File: src/rtl/vga_timing_pkg.sv
// vga_timing_pkg: shared 640x480@60 raster constants, sync polarity and the
// 10-bit count type used by the sync generator and the downstream
// sync-to-count / drawing logic.
package vga_timing_pkg;

   // Width of every column/row counter in the video path.
   localparam int COUNT_W = 10;

   // Largest raster either counter can describe.
   localparam int COUNT_MAX = 1 << COUNT_W;

   typedef logic [COUNT_W-1:0] count_t;

   // 640x480@60 Hz defaults (25.175 MHz pixel clock).
   localparam int DEF_TOTAL_COLS    = 800;
   localparam int DEF_TOTAL_ROWS    = 525;
   localparam int DEF_ACTIVE_COLS   = 640;
   localparam int DEF_ACTIVE_ROWS   = 480;
   localparam int DEF_H_FRONT_PORCH = 16;
   localparam int DEF_H_SYNC_WIDTH  = 96;
   localparam int DEF_V_FRONT_PORCH = 10;
   localparam int DEF_V_SYNC_WIDTH  = 2;
   localparam int DEF_SYNC_DELAY    = 2;

   // Both HSync and VSync are active-low in this mode.
   localparam logic SYNC_ACTIVE_LEVEL = 1'b0;

   // Inclusive window test used for the sync pulse decodes.
   function automatic logic in_window(input count_t value,
                                      input count_t lo,
                                      input count_t hi);
      return (value >= lo) && (value <= hi);
   endfunction

   // Sync level for a position: active level inside the pulse window.
   function automatic logic sync_level(input logic in_pulse);
      return in_pulse ? SYNC_ACTIVE_LEVEL : ~SYNC_ACTIVE_LEVEL;
   endfunction

endpackage

File: src/rtl/vga_sync_delay.sv
// vga_sync_delay: enable-gated delay line whose stages reset to all-ones
// (the idle level of active-low syncs). DEPTH=0 degenerates to a wire.
module vga_sync_delay #(
   parameter int WIDTH = 2,
   parameter int DEPTH = 2
) (
   input  logic             i_Clk,
   input  logic             i_Reset,
   input  logic             i_Enable,
   input  logic [WIDTH-1:0] i_Data,
   output logic [WIDTH-1:0] o_Data
);

   generate
      if (DEPTH == 0) begin : g_bypass
         assign o_Data = i_Data;
      end else begin : g_line
         for (genvar gi = 0; gi < DEPTH; gi++) begin : g_stage
            logic [WIDTH-1:0] w_stage_in;
            logic [WIDTH-1:0] r_q;

            if (gi == 0) begin : g_first
               assign w_stage_in = i_Data;
            end else begin : g_chain
               assign w_stage_in = g_stage[gi-1].r_q;
            end

            // One stage: loads idle-high on reset, shifts only on pixel enable.
            always_ff @(posedge i_Clk) begin
               if (i_Reset) begin
                  r_q <= '1;
               end else if (i_Enable) begin
                  r_q <= w_stage_in;
               end
            end
         end

         assign o_Data = g_stage[DEPTH-1].r_q;
      end
   endgenerate

endmodule

File: src/rtl/vga_sync_gen.sv
// vga_sync_gen: VGA raster timing source. Column/row counters with registered
// HSync/VSync/active/frame-start decodes taken from the next-state counts, so
// every output in a cycle describes the same pixel.
// Optional build macro VGA_SYNC_ALIGN_EN: routes HSync/VSync through a
// SYNC_DELAY-stage enable-gated delay line to line them up with the
// downstream count/draw pipeline; counts, active and frame start are not delayed.
module vga_sync_gen
   import vga_timing_pkg::*;
#(
   parameter int TOTAL_COLS    = DEF_TOTAL_COLS,
   parameter int TOTAL_ROWS    = DEF_TOTAL_ROWS,
   parameter int ACTIVE_COLS   = DEF_ACTIVE_COLS,
   parameter int ACTIVE_ROWS   = DEF_ACTIVE_ROWS,
   parameter int H_FRONT_PORCH = DEF_H_FRONT_PORCH,
   parameter int H_SYNC_WIDTH  = DEF_H_SYNC_WIDTH,
   parameter int V_FRONT_PORCH = DEF_V_FRONT_PORCH,
   parameter int V_SYNC_WIDTH  = DEF_V_SYNC_WIDTH,
   parameter int SYNC_DELAY    = DEF_SYNC_DELAY
) (
   input  logic               i_Clk,
   input  logic               i_Reset,
   input  logic               i_Enable,
   output logic               o_HSync,
   output logic               o_VSync,
   output logic [COUNT_W-1:0] o_Col_Count,
   output logic [COUNT_W-1:0] o_Row_Count,
   output logic               o_Active,
   output logic               o_Frame_Start
);

   // ------------------------------------------------------------------
   // Elaboration-time parameter sanity
   // ------------------------------------------------------------------
   generate
      if (TOTAL_COLS > COUNT_MAX || TOTAL_ROWS > COUNT_MAX ||
          TOTAL_COLS < 1 || TOTAL_ROWS < 1) begin : g_bad_totals
         $error("vga_sync_gen: TOTAL_COLS/TOTAL_ROWS must be in 1..1024");
      end
      if (ACTIVE_COLS > TOTAL_COLS || ACTIVE_ROWS > TOTAL_ROWS) begin : g_bad_active
         $error("vga_sync_gen: active area larger than total raster");
      end
      if (ACTIVE_COLS + H_FRONT_PORCH + H_SYNC_WIDTH > TOTAL_COLS ||
          ACTIVE_ROWS + V_FRONT_PORCH + V_SYNC_WIDTH > TOTAL_ROWS ||
          H_SYNC_WIDTH < 1 || V_SYNC_WIDTH < 1) begin : g_bad_sync
         $error("vga_sync_gen: sync pulse does not fit inside the blanking interval");
      end
      if (SYNC_DELAY < 0) begin : g_bad_delay
         $error("vga_sync_gen: SYNC_DELAY must be non-negative");
      end
   endgenerate

   // ------------------------------------------------------------------
   // Derived constants, all in counter width
   // ------------------------------------------------------------------
   localparam count_t L_COL_LAST = count_t'(TOTAL_COLS - 1);
   localparam count_t L_ROW_LAST = count_t'(TOTAL_ROWS - 1);
   localparam count_t L_HS_FIRST = count_t'(ACTIVE_COLS + H_FRONT_PORCH);
   localparam count_t L_HS_LAST  = count_t'(ACTIVE_COLS + H_FRONT_PORCH + H_SYNC_WIDTH - 1);
   localparam count_t L_VS_FIRST = count_t'(ACTIVE_ROWS + V_FRONT_PORCH);
   localparam count_t L_VS_LAST  = count_t'(ACTIVE_ROWS + V_FRONT_PORCH + V_SYNC_WIDTH - 1);
   // One bit wider so an active area of exactly 1024 still compares correctly.
   localparam logic [COUNT_W:0] L_ACT_COLS = ACTIVE_COLS[COUNT_W:0];
   localparam logic [COUNT_W:0] L_ACT_ROWS = ACTIVE_ROWS[COUNT_W:0];

   // ------------------------------------------------------------------
   // State
   // ------------------------------------------------------------------
   count_t r_col;
   count_t r_row;
   logic   r_hsync;
   logic   r_vsync;
   logic   r_active;
   logic   r_frame_start;
   // Set by reset: the first enabled cycle afterwards presents (0,0) with a
   // frame-start strobe instead of advancing past it.
   logic   r_start_pending;

   count_t w_col_next;
   count_t w_row_next;
   logic   w_advance;
   logic   w_frame_wrap;
   logic   w_hsync_next;
   logic   w_vsync_next;
   logic   w_active_next;
   logic   w_frame_start_next;

   // Next-state raster position and the decodes of that position.
   always_comb begin
      w_col_next   = r_col;
      w_row_next   = r_row;
      w_frame_wrap = 1'b0;
      w_advance    = i_Enable & ~r_start_pending;

      if (w_advance) begin
         if (r_col == L_COL_LAST) begin
            w_col_next = '0;
            if (r_row == L_ROW_LAST) begin
               w_row_next   = '0;
               w_frame_wrap = 1'b1;
            end else begin
               w_row_next = r_row + count_t'(1);
            end
         end else begin
            w_col_next = r_col + count_t'(1);
         end
      end

      w_hsync_next  = sync_level(in_window(w_col_next, L_HS_FIRST, L_HS_LAST));
      w_vsync_next  = sync_level(in_window(w_row_next, L_VS_FIRST, L_VS_LAST));
      w_active_next = ({1'b0, w_col_next} < L_ACT_COLS) &&
                      ({1'b0, w_row_next} < L_ACT_ROWS);
      // Strobe only on an enabled cycle that lands on (0,0) afresh.
      w_frame_start_next = i_Enable & (r_start_pending | w_frame_wrap);
   end

   // Counter and registered decode update; everything holds while disabled.
   always_ff @(posedge i_Clk) begin
      if (i_Reset) begin
         r_col           <= '0;
         r_row           <= '0;
         r_hsync         <= ~SYNC_ACTIVE_LEVEL;
         r_vsync         <= ~SYNC_ACTIVE_LEVEL;
         r_active        <= 1'b0;
         r_frame_start   <= 1'b0;
         r_start_pending <= 1'b1;
      end else begin
         r_frame_start <= w_frame_start_next;
         if (i_Enable) begin
            r_col           <= w_col_next;
            r_row           <= w_row_next;
            r_hsync         <= w_hsync_next;
            r_vsync         <= w_vsync_next;
            r_active        <= w_active_next;
            r_start_pending <= 1'b0;
         end
      end
   end

   // ------------------------------------------------------------------
   // Outputs
   // ------------------------------------------------------------------
   assign o_Col_Count   = r_col;
   assign o_Row_Count   = r_row;
   assign o_Active      = r_active;
   assign o_Frame_Start = r_frame_start;

`ifdef VGA_SYNC_ALIGN_EN
   logic [1:0] w_sync_delayed;

   vga_sync_delay #(
      .WIDTH (2),
      .DEPTH (SYNC_DELAY)
   ) u_sync_delay (
      .i_Clk    (i_Clk),
      .i_Reset  (i_Reset),
      .i_Enable (i_Enable),
      .i_Data   ({r_hsync, r_vsync}),
      .o_Data   (w_sync_delayed)
   );

   assign o_HSync = w_sync_delayed[1];
   assign o_VSync = w_sync_delayed[0];
`else
   assign o_HSync = r_hsync;
   assign o_VSync = r_vsync;
`endif

endmodule

File: config.mk
export PLATFORM = sky130hd
export DESIGN_NAME = vga_sync_gen
export DESIGN_NICKNAME = d
export VERILOG_FILES = /design/src/rtl/vga_timing_pkg.sv /design/src/rtl/vga_sync_delay.sv /design/src/rtl/vga_sync_gen.sv
export SDC_FILE = /design/constraint.sdc
export NUM_CORES = 1
export LEC_CHECK = 0
export BUFFER_PORTS_ARGS = -buffer_cell sky130_fd_sc_hd__buf_2
export CAP_MARGIN = 25
export CORE_MARGIN = 1
export CORE_UTILIZATION = 43
export CTS_CLUSTER_SIZE = 16
export DETAILED_ROUTE_END_ITERATION = 10
export PLACE_DENSITY = 0.76
export SLEW_MARGIN = 20
export SYNTH_ARGS = -nofsm -noshare
export SYNTH_HDL_FRONTEND = slang
export SYNTH_HIERARCHICAL = 1
export SYNTH_SLANG_ARGS = --single-unit
File: constraint.sdc
create_clock -name i_Clk -period 4.5 [get_ports i_Clk]
set_input_delay 0.675 -clock i_Clk [delete_from_list [all_inputs] [get_ports i_Clk]]
set_output_delay 0.675 -clock i_Clk [all_outputs]
set_load 0.02 [all_outputs]
* After elaboration in Yosys (flattened, before gate mapping) *
Index checks and enable logic that the tools add are counted.

storage, ports and cells
  output and inout port bits = 24
  register bits after elaboration = 25
  word-level logic and storage cells = 34
  input bits = 3

operators by class
  add/subtract/negate cells = 2
  multiplexer cells = 10
  bitwise gates (word level) = 4
  eq/ne operators = 2
  reduce and logical (&&, ||, !) cells = 3
  $lt $le $gt $ge = 6

operator list
  kind                                                                               number
  10-bit two-way mux                                                                 5
  10-bit by 1-bit adder with 10-bit output, second input constant                    2
  10-bit == test, second input constant                                              2
  10-bit >= comparator, second input constant                                        1
  10-bit by 9-bit >= comparator with 1-bit output, second input constant             1
  10-bit less-or-equal comparator, second input constant                             1
  10-bit by 9-bit less-or-equal comparator with 1-bit output, second input constant  1
  10-bit < comparator, second input constant                                         1
  10-bit by 9-bit < comparator with 1-bit output, second input constant              1
  1-bit two-way mux                                                                  5
  1-bit logical AND                                                                  3
  1-bit AND                                                                          2
  1-bit NOT                                                                          1
  1-bit OR                                                                           1

* Longest topological paths before layout *
Gate-level depths: netlist of run 1.

  word-level depth = 7
  depth in mapped cells = 9
  mapped depth without buffers = 8

* Worst setup path before layout of run 1 *
OpenSTA, ideal clock, no wires.

  kind = reg2reg
  start = register r_col[0], in the netlist o_Col_Count[0]
  end = register r_vsync, in the netlist o_VSync
  required time = 4.426 ns
  arrival = 2.031 ns
  stages on the path, launching flop included = 9
  path buffers = 1
  clock period less this slack = 2.105 ns
  path slack = 2.395 ns
  cell sequence = dfxtp_1 ha_1 and4b_1 buf_4 nand3_4 or3_1 mux2_2 and4b_1 a31oi_1

between the ends
  longest elaborated chain between the ends = 6

RTL lines
  element                                                                                                                        RTL line              text
  from (decl)                                                                                                                    vga_sync_gen.sv:68    count_t r_col;
  from (signal assigned)                                                                                                         vga_sync_gen.sv:129   r_col <= w_col_next;
  10-bit == test (*)                                                                                                             vga_sync_gen.sv:95    if (r_col == L_COL_LAST) begin
  10-bit two-way mux (*)                                                                                                         vga_sync_gen.sv:95
  10-bit two-way mux (*)                                                                                                         vga_sync_gen.sv:94    if (w_advance) begin
  10-bit by 9-bit >= comparator with 1-bit output or 10-bit by 9-bit less-or-equal comparator with 1-bit output (tied branches)  vga_timing_pkg.sv:32  return (value >= lo) && (value <= hi);
  1-bit logical AND (*)                                                                                                          vga_timing_pkg.sv:32
  1-bit two-way mux (*)                                                                                                          vga_timing_pkg.sv:37  return in_pulse ? SYNC_ACTIVE_LEVEL : ~SYNC_ACTIVE_LEVEL;
  to (signal assigned)                                                                                                           vga_sync_gen.sv:122   r_vsync <= ~SYNC_ACTIVE_LEVEL;
  to (signal assigned)                                                                                                           vga_sync_gen.sv:132   r_vsync <= w_vsync_next;
  to (decl)                                                                                                                      vga_sync_gen.sv:71    logic r_vsync;

Every way passes the cells marked *; elsewhere a longest branch is shown, timed or not.
A chain may end at the register's enable or synchronous reset.

* Worst setup path in the final report of run 1 *
Same ends and word-level chain as after synthesis.

==> results of run 1 <==
cell type report:
cell class / count / area, µm² / area share, %
multi-input cells: 133 / 853.3 / 53.57
flip-flops and latches: 25 / 500.5 / 31.42
repair buffers: 26 / 130.1 / 8.170
well taps: 44 / 55.05 / 3.456
inverters: 7 / 26.28 / 1.650
clock buffers: 3 / 22.52 / 1.414
clock inverters: 1 / 5.005 / 0.3142
state kept, by name, indices dropped and copies added, names as in the netlist:
signal / flops
o_HSync: 1
r_start_pending: 1
o_Col_Count: 10
o_Frame_Start: 1
o_Active: 1
o_VSync: 1
o_Row_Count: 10
routing by layer:
layer | part of all wire (%) | up-vias | track usage, %
li1 | - | 653 | -
met1 | 49 | 596 | 29.82
met2 | 44 | 37 | 27.45
met3 | 5.5 | 2 | 3.275
met4 | 0.88 | 0 | 5.442
met5 | 0 | - | 0
logic make-up after synthesis:
kind of cell             after synthesis
AO/OA/AOI/OAI                         30
AND/OR/NAND/NOR                       87
multiplexers                           2
buffers and inverters                 13
flip-flops                            25
XOR/XNOR                              11
adder cells (fa/ha/maj)                3
synth_stat cells, drive strengths merged (2+ instances only):
master	number	area, µm²
a21o	2	16.27
a21oi	7	35.03
a31oi	3	18.77
and3	5	31.28
and4b	2	20.02
clkbuf	5	18.77
dfxtp	25	500.5
ha	3	37.54
inv	7	26.28
nand2	17	63.81
nand2b	2	12.51
nand3	6	42.54
nand4	2	12.51
nor2	26	100.1
nor2b	2	12.51
nor3	10	50.05
nor4	2	27.53
nor4b	2	23.77
o21ai	6	30.03
o41ai	3	33.79
or3	3	18.77
xnor2	7	61.31
xor2	4	35.03
worst register-to-register path: stages, from the launching register on:
cell and delay [ns]:
sky130_fd_sc_hd__dfxtp_1 0.41, sky130_fd_sc_hd__ha_1 0.23, sky130_fd_sc_hd__and4b_1 0.37, sky130_fd_sc_hd__nand3_4 0.22, sky130_fd_sc_hd__or3_1 0.42, sky130_fd_sc_hd__mux2_2 0.30, sky130_fd_sc_hd__and4b_1 0.17, sky130_fd_sc_hd__a31oi_1 0.15
per-stage QoR:
stage | util [%] | hold slack [ns] | cells | setup WS, ns | power [mW]
after floorplan | - | 0.4747 | 171 | 2.395 | 0.2416
after global placement | 50.85 | 0.4611 | 235 | 2.035 | 0.2470
after CTS | 51.75 | 0.5018 | 239 | 2.142 | 0.3478
after detailed placement | 50.85 | 0.4597 | 235 | 1.953 | 0.2476
final | 51.75 | 0.5067 | 239 | 2.156 | 0.3434
after global routing | 51.75 | 0.5266 | 239 | 1.980 | 0.3625
power by group through the flow:
| stage | clock (mW) | sequential [mW] | combinational [mW] |
|---|---|---|---|
| 3_3_place_gp | 0 | 0.231 | 0.0162 |
| 3_5_place_dp | 0 | 0.231 | 0.0167 |
| 2_1_floorplan | 0 | 0.233 | 0.00867 |
| 6_report | 0.101 | 0.226 | 0.0165 |
| 5_1_grt | 0.117 | 0.227 | 0.0187 |
| 4_1_cts | 0.105 | 0.226 | 0.0166 |
final timing paths:
path                  start       end  slack [ns]  depth (start not counted)
max          o_Col_Count[0]   o_VSync        2.16                          7
min reg2reg        o_Active  o_Active        0.51                          2
min                o_Active  o_Active        0.51                          2
max reg2reg  o_Col_Count[0]   o_VSync        2.16                          7
==> qor.txt, run 1 <==
Sequential power share -> 65.9%
WL/cell -> 12.88 µm
First-pass iteration count of the detailed router -> 4
WP buf/inv -> 0
Static leakage -> 0.6249 nW
Clock network power share -> 29.3%
Setup Viol. Count Final -> 0
Adder-Cell Fraction of Synth Area -> 2.669%
Die boundary width -> 59.19 µm
Run status -> finished, final reports clean
Remaining number of nets flagged by the antenna check after routing -> 0
Area of all placed cells without fillers -> 1593 µm²
DPL Wire Length -> 2223 µm
CP Data Required Time -> 4.75 ns
Highest ir drop seen on vdd -> 0.1309 mV
Setup TNS -> 0 ns
Worst hold path class -> flip-flop to flip-flop
Cells along the critical path -> ha_1, and4b_1, nand3_4, or3_1, mux2_2, and4b_1, a31oi_1
Crit. End Element -> flip-flop
Synth Area in Simple Gates -> 34.88%
Final critical-path required period -> 2.344 ns
Yosys reg bits -> 25
Residual DRC -> 0
Vias in the first global route -> 1123
Cell Pwr Density -> 215.6 nW/µm²
Mux cell area share after synthesis -> 1.512%
Post-CTS Repair Setup Buffers -> 0
Count of hold buffers inserted by post-cts repair -> 0
Combinational family with the most area after synthesis -> simple AND/OR/NAND/NOR gates
Combinational power share -> 4.8%
Core box area -> 3078 µm²
Predominant post-synthesis flop cell -> sky130_fd_sc_hd__dfxtp_1
Max-Slew Margin vs Limit -> 62.54%
Max clock buf depth -> 2
Share of synthesized registers carrying an async set or reset -> 0%
Overall via count from detail_route -> 1288
Number of buffers added on ports -> 26
Fill cell count -> 320
Sequential area share after synthesis -> 35.59%
Mean post-synth cell area -> 8.224 µm²
Overall routed net length -> 3078 µm
Placed instance area -> 1565 µm²
Wire length of the first global-routing pass -> 5264 µm
TritonCTS clock tree -> built
Final Cycle Share -> 52.09%
Clock skew after layout -> 0.01344 ns
Critical Path Source Type -> flip-flop
RSZ-0062 raised after global routing -> no
Ys Warns -> 6
Gr ovfl total -> 0
Delay of the slowest cell on the worst path -> 0.42 ns
Synthesized-area fraction occupied by ao, oa, aoi and oai cells -> 14.77%
Total clock buffers created by CTS -> 3
Total count of max-transition violations in the final report -> 0
Category of the most critical setup path -> flip-flop to flip-flop
Combined area of all synthesized cells -> 1406 µm²
Number of clock sinks -> 25
Effective utilization at floorplan -> 45.69%
Routability congestion estimate -> 0.8945
Fmax -> 0.4266 GHz
Number of violations reported at the end of detailed-routing iteration 0 -> 78
Overall routing resource usage -> 19.41%
Worst-skew pair later-pin latency -> 0.32 ns
Number of placement rows -> 20
Top library cells by usage in the layout, fill and taps aside -> sky130_fd_sc_hd__buf_2 (26), sky130_fd_sc_hd__nor2_1 (25), sky130_fd_sc_hd__dfxtp_1 (25)
Via-per-instance ratio -> 5.389
Antenna diode count -> 0
Number of antenna violations at the first check in global routing -> 0
Most common cell after layout, fill and taps aside -> sky130_fd_sc_hd__buf_2
Clock-pin slew of the registers on the worst-case setup and hold paths -> 0.13 ns
Number of distinct library cells after synthesis -> 49
Die area -> 3503 µm²
Cell class contributing the biggest share of worst-path delay -> simple AND/OR/NAND/NOR gates
Area added between synthesis and finish -> 13.26%
Synthesized instance count -> 171
Number of ports placed on the die boundary -> 27
Deepest level of the CTS H-tree -> 1
CTS root buffer -> sky130_fd_sc_hd__clkbuf_4
Xor and xnor fraction of the mapped netlist area -> 6.851%
Die span in y -> 59.19 µm
Max-cap violation count -> 0
Arrival time of data at the critical path endpoint -> 2.59 ns
Hold violation count in the final report -> 0
Synthesized net count -> 177
Cell-internal power -> 0.2630 mW
Maximum fanout along the worst path -> 16
Worst Tran Pin Value -> 0.5578 ns
Total of cells resized after clock tree synthesis -> 0
Layout cells sized above 1 -> 21.03%
Maximum number of pins on one net before global-route repair -> 24
Critical path's slowest cell -> sky130_fd_sc_hd__or3_1
P_sw -> 0.08038 mW
Switching Share -> 23.41%
EDFF count, synth -> 0
Most frequent cell on the critical path -> sky130_fd_sc_hd__and4b_1
Post-layout nets -> 202
Power figures use the tool's default switching activity.
==> run 2, diff against run 1 <==
--- a/config.mk
+++ b/config.mk
@@ -11,7 +11,7 @@
 export CORE_UTILIZATION = 43
 export CTS_CLUSTER_SIZE = 16
 export DETAILED_ROUTE_END_ITERATION = 10
-export PLACE_DENSITY = 0.76
+export PLACE_DENSITY = 0.78
 export SLEW_MARGIN = 20
 export SYNTH_ARGS = -nofsm -noshare
 export SYNTH_HDL_FRONTEND = slang
==> constraint.sdc (replaced) <==
create_clock -name i_Clk -period 1.9 [get_ports i_Clk]
set_input_delay 0.285 -clock i_Clk [delete_from_list [all_inputs] [get_ports i_Clk]]
set_output_delay 0.285 -clock i_Clk [all_outputs]
set_load 0.02 [all_outputs]
==> run 2 against run 1 <==
Compared with the run above: the run now ends with negative setup slack left; clock power grew 150%; final cell count grew 15%; critical path depth is the same; combinational power grew to 3.0 times the previous value; wire length grew 17%; flip-flop and latch count is the same; maximum frequency grew 20%; critical path type unchanged; critical endpoint is now o_Active; largest cell class unchanged; sequential power grew 130%.
==> qor.txt, run 2 (synthesis gave the netlist of run 1 again) <==
RSZ-0062 raised after global routing -> yes
Crit. End Element -> flip-flop
Total clock buffers created by CTS -> 3 (unchanged)
Vias in the first global route -> 1396 (+24%)
Remaining number of nets flagged by the antenna check after routing -> 0 (unchanged)
Overall via count from detail_route -> 1473 (+14%)
Smallest setup slack after layout -> -0.05501 ns (-2.211 ns)
Top library cells by usage in the layout, fill and taps aside -> sky130_fd_sc_hd__buf_4 (36), sky130_fd_sc_hd__buf_2 (26), sky130_fd_sc_hd__nor2_1 (23)
Hold violation count in the final report -> 0 (unchanged)
Residual DRC -> 0 (unchanged)
Violations in the final reports -> negative setup slack
Max clock buf depth -> 2 (unchanged)
Via-per-instance ratio -> 5.356 (-0.61%)
Post-layout nets -> 238 (+18%)
CTS root buffer -> sky130_fd_sc_hd__clkbuf_4
Routability congestion estimate -> 0.9012 (+0.75%)
Capturing instance or port of the critical path -> o_Active
Final critical-path required period -> 1.955 ns (-0.3891 ns)
Layout cells sized above 1 -> 40.69% (+20 points)
Overall routed net length -> 3616 µm (+17%)
Number of violations reported at the end of detailed-routing iteration 0 -> 57 (-27%)
R2R Setup Slk -> -0.06 ns (-2.21 ns)
Static leakage -> 0.8270 nW (+32%)
Overall routing resource usage -> 21.97% (+2.6 points)
Most common cell after layout, fill and taps aside -> sky130_fd_sc_hd__buf_4
WL/cell -> 13.15 µm (+2.1%)
Category of the most critical setup path -> flip-flop to flip-flop
Wire length of the first global-routing pass -> 5892 µm (+12%)
Reg2reg end -> o_Active
Max-cap violation count -> 0 (unchanged)
Number of antenna violations at the first check in global routing -> 0 (unchanged)
Maximum fanout along the worst path -> 5 (-11)
Number of clock sinks -> 25 (unchanged)
Die area -> 3503 µm² (unchanged)
Highest ir drop seen on vdd -> 0.1916 mV (+46%)
Gr ovfl total -> 0 (unchanged)
Final Cycle Share -> 102.9% (+51 points)
Setup Viol. Count Final -> 2 (+2)
Startpoint of the worst register-to-register path -> o_Row_Count[5]
Core box area -> 3078 µm² (unchanged)
Cell Pwr Density -> 429.3 nW/µm² (+99%)
Setup WS pre-CTS -> -0.09985 ns (-2.053 ns)
Total count of max-transition violations in the final report -> 0 (unchanged)
Number of ports placed on the die boundary -> 27 (unchanged)
Worst hold path class -> input pin to flip-flop
Number of buffers added on ports -> 26 (unchanged)
Critical Path Source Type -> flip-flop
Run status -> complete, but fails checks
Worst-skew pair later-pin latency -> 0.33 ns (about the same)
Maximum number of pins on one net before global-route repair -> 23 (-4.2%)
Fmax -> 0.5115 GHz (+20%)
Area added between synthesis and finish -> 37.54%
Clock-pin slew of the registers on the worst-case setup and hold paths -> 0.14 ns (about the same)
CP Data Required Time -> 2.15 ns (-2.60 ns)
Antenna diode count -> 0 (unchanged)
Number of placement rows -> 20 (unchanged)
Max-Slew Margin vs Limit -> 74.66% (+12 points)
Die boundary width -> 59.19 µm (unchanged)
First-pass iteration count of the detailed router -> 4 (unchanged)
Startpoint of the most critical setup path -> o_Row_Count[5]
Effective utilization at floorplan -> 45.69% (unchanged)
Deepest level of the CTS H-tree -> 1 (unchanged)
Arrival time of data at the critical path endpoint -> 2.21 ns (-0.38 ns)
Die span in y -> 59.19 µm (unchanged)
Reg2Reg Depth -> 7 (unchanged)
Worst Tran Pin Value -> 0.3766 ns (-0.1812 ns)
Clock skew after layout -> 0.002177 ns (-0.01126 ns)
TritonCTS clock tree -> built
Post-route worst hold slack -> 0.2557 ns (-0.2511 ns)
DPL Wire Length -> 2625 µm (+18%)
==> run 2: cell types whose count changed in the layout (fill, tap and decap cells not counted), sizes merged <==
cell  before  now
buf       26   62
==> run 2: how the worst min path moves through the flow <==
stage / startpoint / endpoint / cells past startpoint
2_1_floorplan: i_Enable / r_start_pending / 2
3_3_place_gp: o_Active / o_Active / 2
3_5_place_dp: o_Active / o_Active / 2
4_1_cts: i_Enable / o_HSync / 3
5_1_grt: i_Enable / o_HSync / 3
6_report: i_Enable / o_HSync / 3
==> run 2: metrics by stage <==
stage                     instances  utilization (%)  power, mW  TNS [ns]  instance area (µm²)
after floorplan                 171                -     0.5704   -0.2051                 1435
after global routing            275            62.85     0.8660   -0.2593                 1934
after global placement          268            59.80     0.5908  -0.06502                 1841
after detailed placement        268            59.80     0.5921   -0.1502                 1841
final                           275            62.85     0.8304  -0.09428                 1934
after CTS                       274            61.59     0.8364  -0.05333                 1896
==> run 2: where the power goes <==
group / switching (mW) / leakage [nW] / total (mW) / internal [mW]
registers: 0.00434 / 0.207 / 0.531 / 0.527
logic: 0.0280 / 0.602 / 0.0489 / 0.0209
clock network: 0.171 / 0.0177 / 0.250 / 0.0793
==> run 2: metal layers <==
layer	vias up	routed length, µm	global-route usage (%)	share of wire [%]
met2	40	1723	36.12	48
li1	733	-	-	-
met1	695	1691	28.30	47
met3	5	145	3.057	4.0
met4	0	55	10.20	1.5
met5	-	0	0	0
==> run 2: layout make-up <==
class                           count  area (µm²)
Timing Repair Buffer               62       400.4
Fill cell                         272        1144
Clock buffer                        3       22.52
Inverter                            7       26.28
Tap cell                           44       55.05
Clock inverter                      1       5.005
Sequential cell                    25       516.7
Multi-Input combinational cell    133       908.4
==> run 2: worst max-delay path: stages, from the launching register on <==
cell	delay, ns
sky130_fd_sc_hd__dfxtp_4	0.37
sky130_fd_sc_hd__or4b_4	0.53
sky130_fd_sc_hd__nor4_4	0.28
sky130_fd_sc_hd__buf_4	0.20
sky130_fd_sc_hd__buf_4	0.12
sky130_fd_sc_hd__buf_4	0.10
sky130_fd_sc_hd__o41ai_1	0.07
sky130_fd_sc_hd__o41ai_2	0.20
==> run 2: repair_timing <==
item / CTS / global route
setup buffers: 2 / 1
resized for setup: 4 / 8
endpoints found under the setup margin: 2 / 5
hold endpoints to repair: 0 / 0
pin swaps: 8 / 1
hold buffers: 0 / 0
==> run 3, diff against run 2 <==
--- a/config.mk
+++ b/config.mk
@@ -11,7 +11,7 @@
 export CORE_UTILIZATION = 43
 export CTS_CLUSTER_SIZE = 16
 export DETAILED_ROUTE_END_ITERATION = 10
-export PLACE_DENSITY = 0.78
+export PLACE_DENSITY = 0.67
 export SLEW_MARGIN = 20
 export SYNTH_ARGS = -nofsm -noshare
 export SYNTH_HDL_FRONTEND = slang
==> run 3 against run 2 <==
Compared with the run above: the flow still finishes with violations (negative setup slack); wire length is 8.8% higher; sequential share of layout area down 0.47 points; final cell count unchanged; critical path type unchanged; highest routed layer unchanged.
==> qor.txt, run 3 (synthesis gave the netlist of run 1 again) <==
Run status -> complete, but fails checks
Violations in the final reports -> negative setup slack
Residual DRC -> 0 (unchanged)
Static leakage -> 0.8279 nW (+0.11%)
Startpoint of the worst register-to-register path -> o_Row_Count[6]
Top library cells by usage in the layout, fill and taps aside -> sky130_fd_sc_hd__buf_4 (34), sky130_fd_sc_hd__buf_2 (26), sky130_fd_sc_hd__nor2_1 (23)
Max-Slew Margin vs Limit -> 74.99% (+0.33 points)
Number of ports placed on the die boundary -> 27 (unchanged)
WL/cell -> 14.31 µm (+8.8%)
Critical Path Source Type -> flip-flop
Die area -> 3503 µm² (unchanged)
Layout cells sized above 1 -> 41.13% (+0.43 points)
Routability congestion estimate -> 0.8745 (-3.0%)
Deepest level of the CTS H-tree -> 1 (unchanged)
Highest ir drop seen on vdd -> 0.2573 mV (+34%)
Die span in y -> 59.19 µm (unchanged)
Max clock buf depth -> 2 (unchanged)
Antenna diode count -> 0 (unchanged)
Max-cap violation count -> 0 (unchanged)
Via-per-instance ratio -> 5.371 (+0.27%)
Count of hold buffers inserted by post-cts repair -> 0 (unchanged)
Startpoint of the most critical setup path -> o_Row_Count[6]
Area of the multi-input gates -> 932.1 µm² (+2.6%)
Cell-internal power -> 0.6284 mW (+0.17%)
Arrival time of data at the critical path endpoint -> 2.34 ns (+0.13 ns)
Number of antenna violations at the first check in global routing -> 0 (unchanged)
Wire length of the first global-routing pass -> 6203 µm (+5.3%)
Worst-skew pair later-pin latency -> 0.32 ns (about the same)
Gr ovfl total -> 0 (unchanged)
Most common cell after layout, fill and taps aside -> sky130_fd_sc_hd__buf_4
Fill cell count -> 276 (+1.5%)
Fmax -> 0.4751 GHz (-7.1%)
CTS root buffer -> sky130_fd_sc_hd__clkbuf_4
P_sw -> 0.1961 mW (-3.5%)
Share of the core filled with cells in the final layout -> 63.82% (+0.98 points)
Number of placement rows -> 20 (unchanged)
Crit. End Element -> flip-flop
Setup WS pre-CTS -> -0.1377 ns (-0.03789 ns)
Number of clock sinks -> 25 (unchanged)
Overall routed net length -> 3936 µm (+8.8%)
Hold Crit Endpoint -> o_HSync
Worst hold path class -> input pin to flip-flop
Sequential Area -> 515.5 µm² (-0.24%)
TritonCTS clock tree -> built
Hold violation count in the final report -> 0 (unchanged)
Setup Viol. Count Final -> 4 (+2)
Worst Tran Pin Value -> 0.3702 ns (-0.006388 ns)
Combinational power share -> 6.3% (+0.4 points)
Switching Share -> 23.78% (-0.68 points)
Clock skew after layout -> 0.001142 ns (-0.001035 ns)
DPL Wire Length -> 2818 µm (+7.3%)
Startpoint of the tightest hold check path -> i_Enable
Sequential power share -> 64.5% (+0.5 points)
Maximum number of pins on one net before global-route repair -> 23 (unchanged)
Post-layout nets -> 238 (unchanged)
Smallest setup slack after layout -> -0.2047 ns (-0.1496 ns)
Area added between synthesis and finish -> 39.68%
Final Cycle Share -> 110.8% (+7.9 points)
R2R Setup Slk -> -0.20 ns (-0.15 ns)
Reg2reg end -> o_Active
Number of cells on the worst hold path -> 3 (unchanged)
Overall routing resource usage -> 23.28% (+1.3 points)
Category of the most critical setup path -> flip-flop to flip-flop
Clock network power share -> 29.2% (-0.9 points)
Effective utilization at floorplan -> 45.69% (unchanged)
Vias in the first global route -> 1414 (+1.3%)
Reg2Reg Depth -> 7 (unchanged)
Overall via count from detail_route -> 1477 (+0.27%)
Total clock buffers created by CTS -> 3 (unchanged)
CP Data Required Time -> 2.14 ns (about the same)
Total count of max-transition violations in the final report -> 0 (unchanged)
Final critical-path required period -> 2.105 ns (+0.1496 ns)
Post-route worst hold slack -> 0.3286 ns (+0.07291 ns)
Maximum fanout along the worst path -> 4 (-1)
Core box area -> 3078 µm² (unchanged)
Die boundary width -> 59.19 µm (unchanged)
Number of buffers added on ports -> 26 (unchanged)
Number of violations reported at the end of detailed-routing iteration 0 -> 141 (+150%)
Clock-pin slew of the registers on the worst-case setup and hold paths -> 0.13 ns (about the same)
Remaining number of nets flagged by the antenna check after routing -> 0 (unchanged)
RSZ-0062 raised after global routing -> yes
Cell Pwr Density -> 419.7 nW/µm² (-2.2%)
First-pass iteration count of the detailed router -> 4 (unchanged)
Overall power consumption -> 0.8245 mW (-0.71%)
-- run 3: cell types whose count changed in the layout (fill, tap and decap cells not counted), moves of 2 or more --
| cell | before | now |
|---|---|---|
| sky130_fd_sc_hd__o21ai_1 | 0 | 3 |
| sky130_fd_sc_hd__buf_4 | 36 | 34 |
| sky130_fd_sc_hd__buf_6 | 0 | 2 |
| sky130_fd_sc_hd__o21ai_0 | 5 | 3 |
-- run 3: worst max path at each step --
stage / to / slack (ns) / cells past startpoint
floorplan: o_Active / -0.11 / 6
global placement: o_Active / -0.08 / 7
detailed placement: o_Active / -0.14 / 7
CTS: o_Active / -0.15 / 6
global route: o_Active / -0.33 / 7
finish: o_Active / -0.20 / 7
-- run 3: power by group through the flow --
| stage | Sequential, mW | Combinational [mW] | Clock, mW |
|---|---|---|---|
| after floorplan | 0.549 | 0.0209 | 0 |
| after global placement | 0.543 | 0.0511 | 0 |
| after detailed placement | 0.543 | 0.0521 | 0 |
| after CTS | 0.532 | 0.0523 | 0.248 |
| after global routing | 0.532 | 0.0590 | 0.273 |
| final | 0.531 | 0.0523 | 0.241 |
-- run 3: through the flow --
stage	instances	TNS, ns	cell area, µm²
detailed placement	266	-0.2584	1826
CTS	272	-0.3250	1884
finish	275	-0.4485	1964
floorplan	171	-0.2051	1435
global placement	266	-0.1135	1826
global route	275	-0.9563	1964
-- run 3: timing repair --
item                                   4_1_cts  5_1_grt
setup endpoints to repair                    6        9
endpoints found under the hold margin        0        0
gates resized for setup                      7       11
pin swaps                                    7        7
buffers inserted                             3        5
-- run 3: area by class of cell --
| cell class | instances | area share [%] |
|---|---|---|
| Multi-Input combinational cell | 133 | 47.45 |
| Sequential cell | 25 | 26.24 |
| Timing Repair Buffer | 62 | 20.76 |
| Tap cell | 44 | 2.803 |
| Inverter | 7 | 1.338 |
| Clock buffer | 3 | 1.146 |
| Clock inverter | 1 | 0.2548 |
-- run 3: metal layers --
layer / share of wire, % / track usage (%) / vias up
met3: 3.9 / 1.965 / 5
met1: 42 / 27.96 / 697
met2: 53 / 42.22 / 53
li1: - / - / 722
met5: 0 / 0 / -
met4: 1.3 / 9.524 / 0
-- run 3: worst max-delay path, cell delays in order (launching register included) --
cell and delay (ns):
sky130_fd_sc_hd__dfxtp_4 0.36, sky130_fd_sc_hd__or4b_4 0.55, sky130_fd_sc_hd__nor4_4 0.37, sky130_fd_sc_hd__buf_4 0.18, sky130_fd_sc_hd__nor2_2 0.04, sky130_fd_sc_hd__mux2i_2 0.20
sky130_fd_sc_hd__nor4b_2 0.10, sky130_fd_sc_hd__o41ai_2 0.21
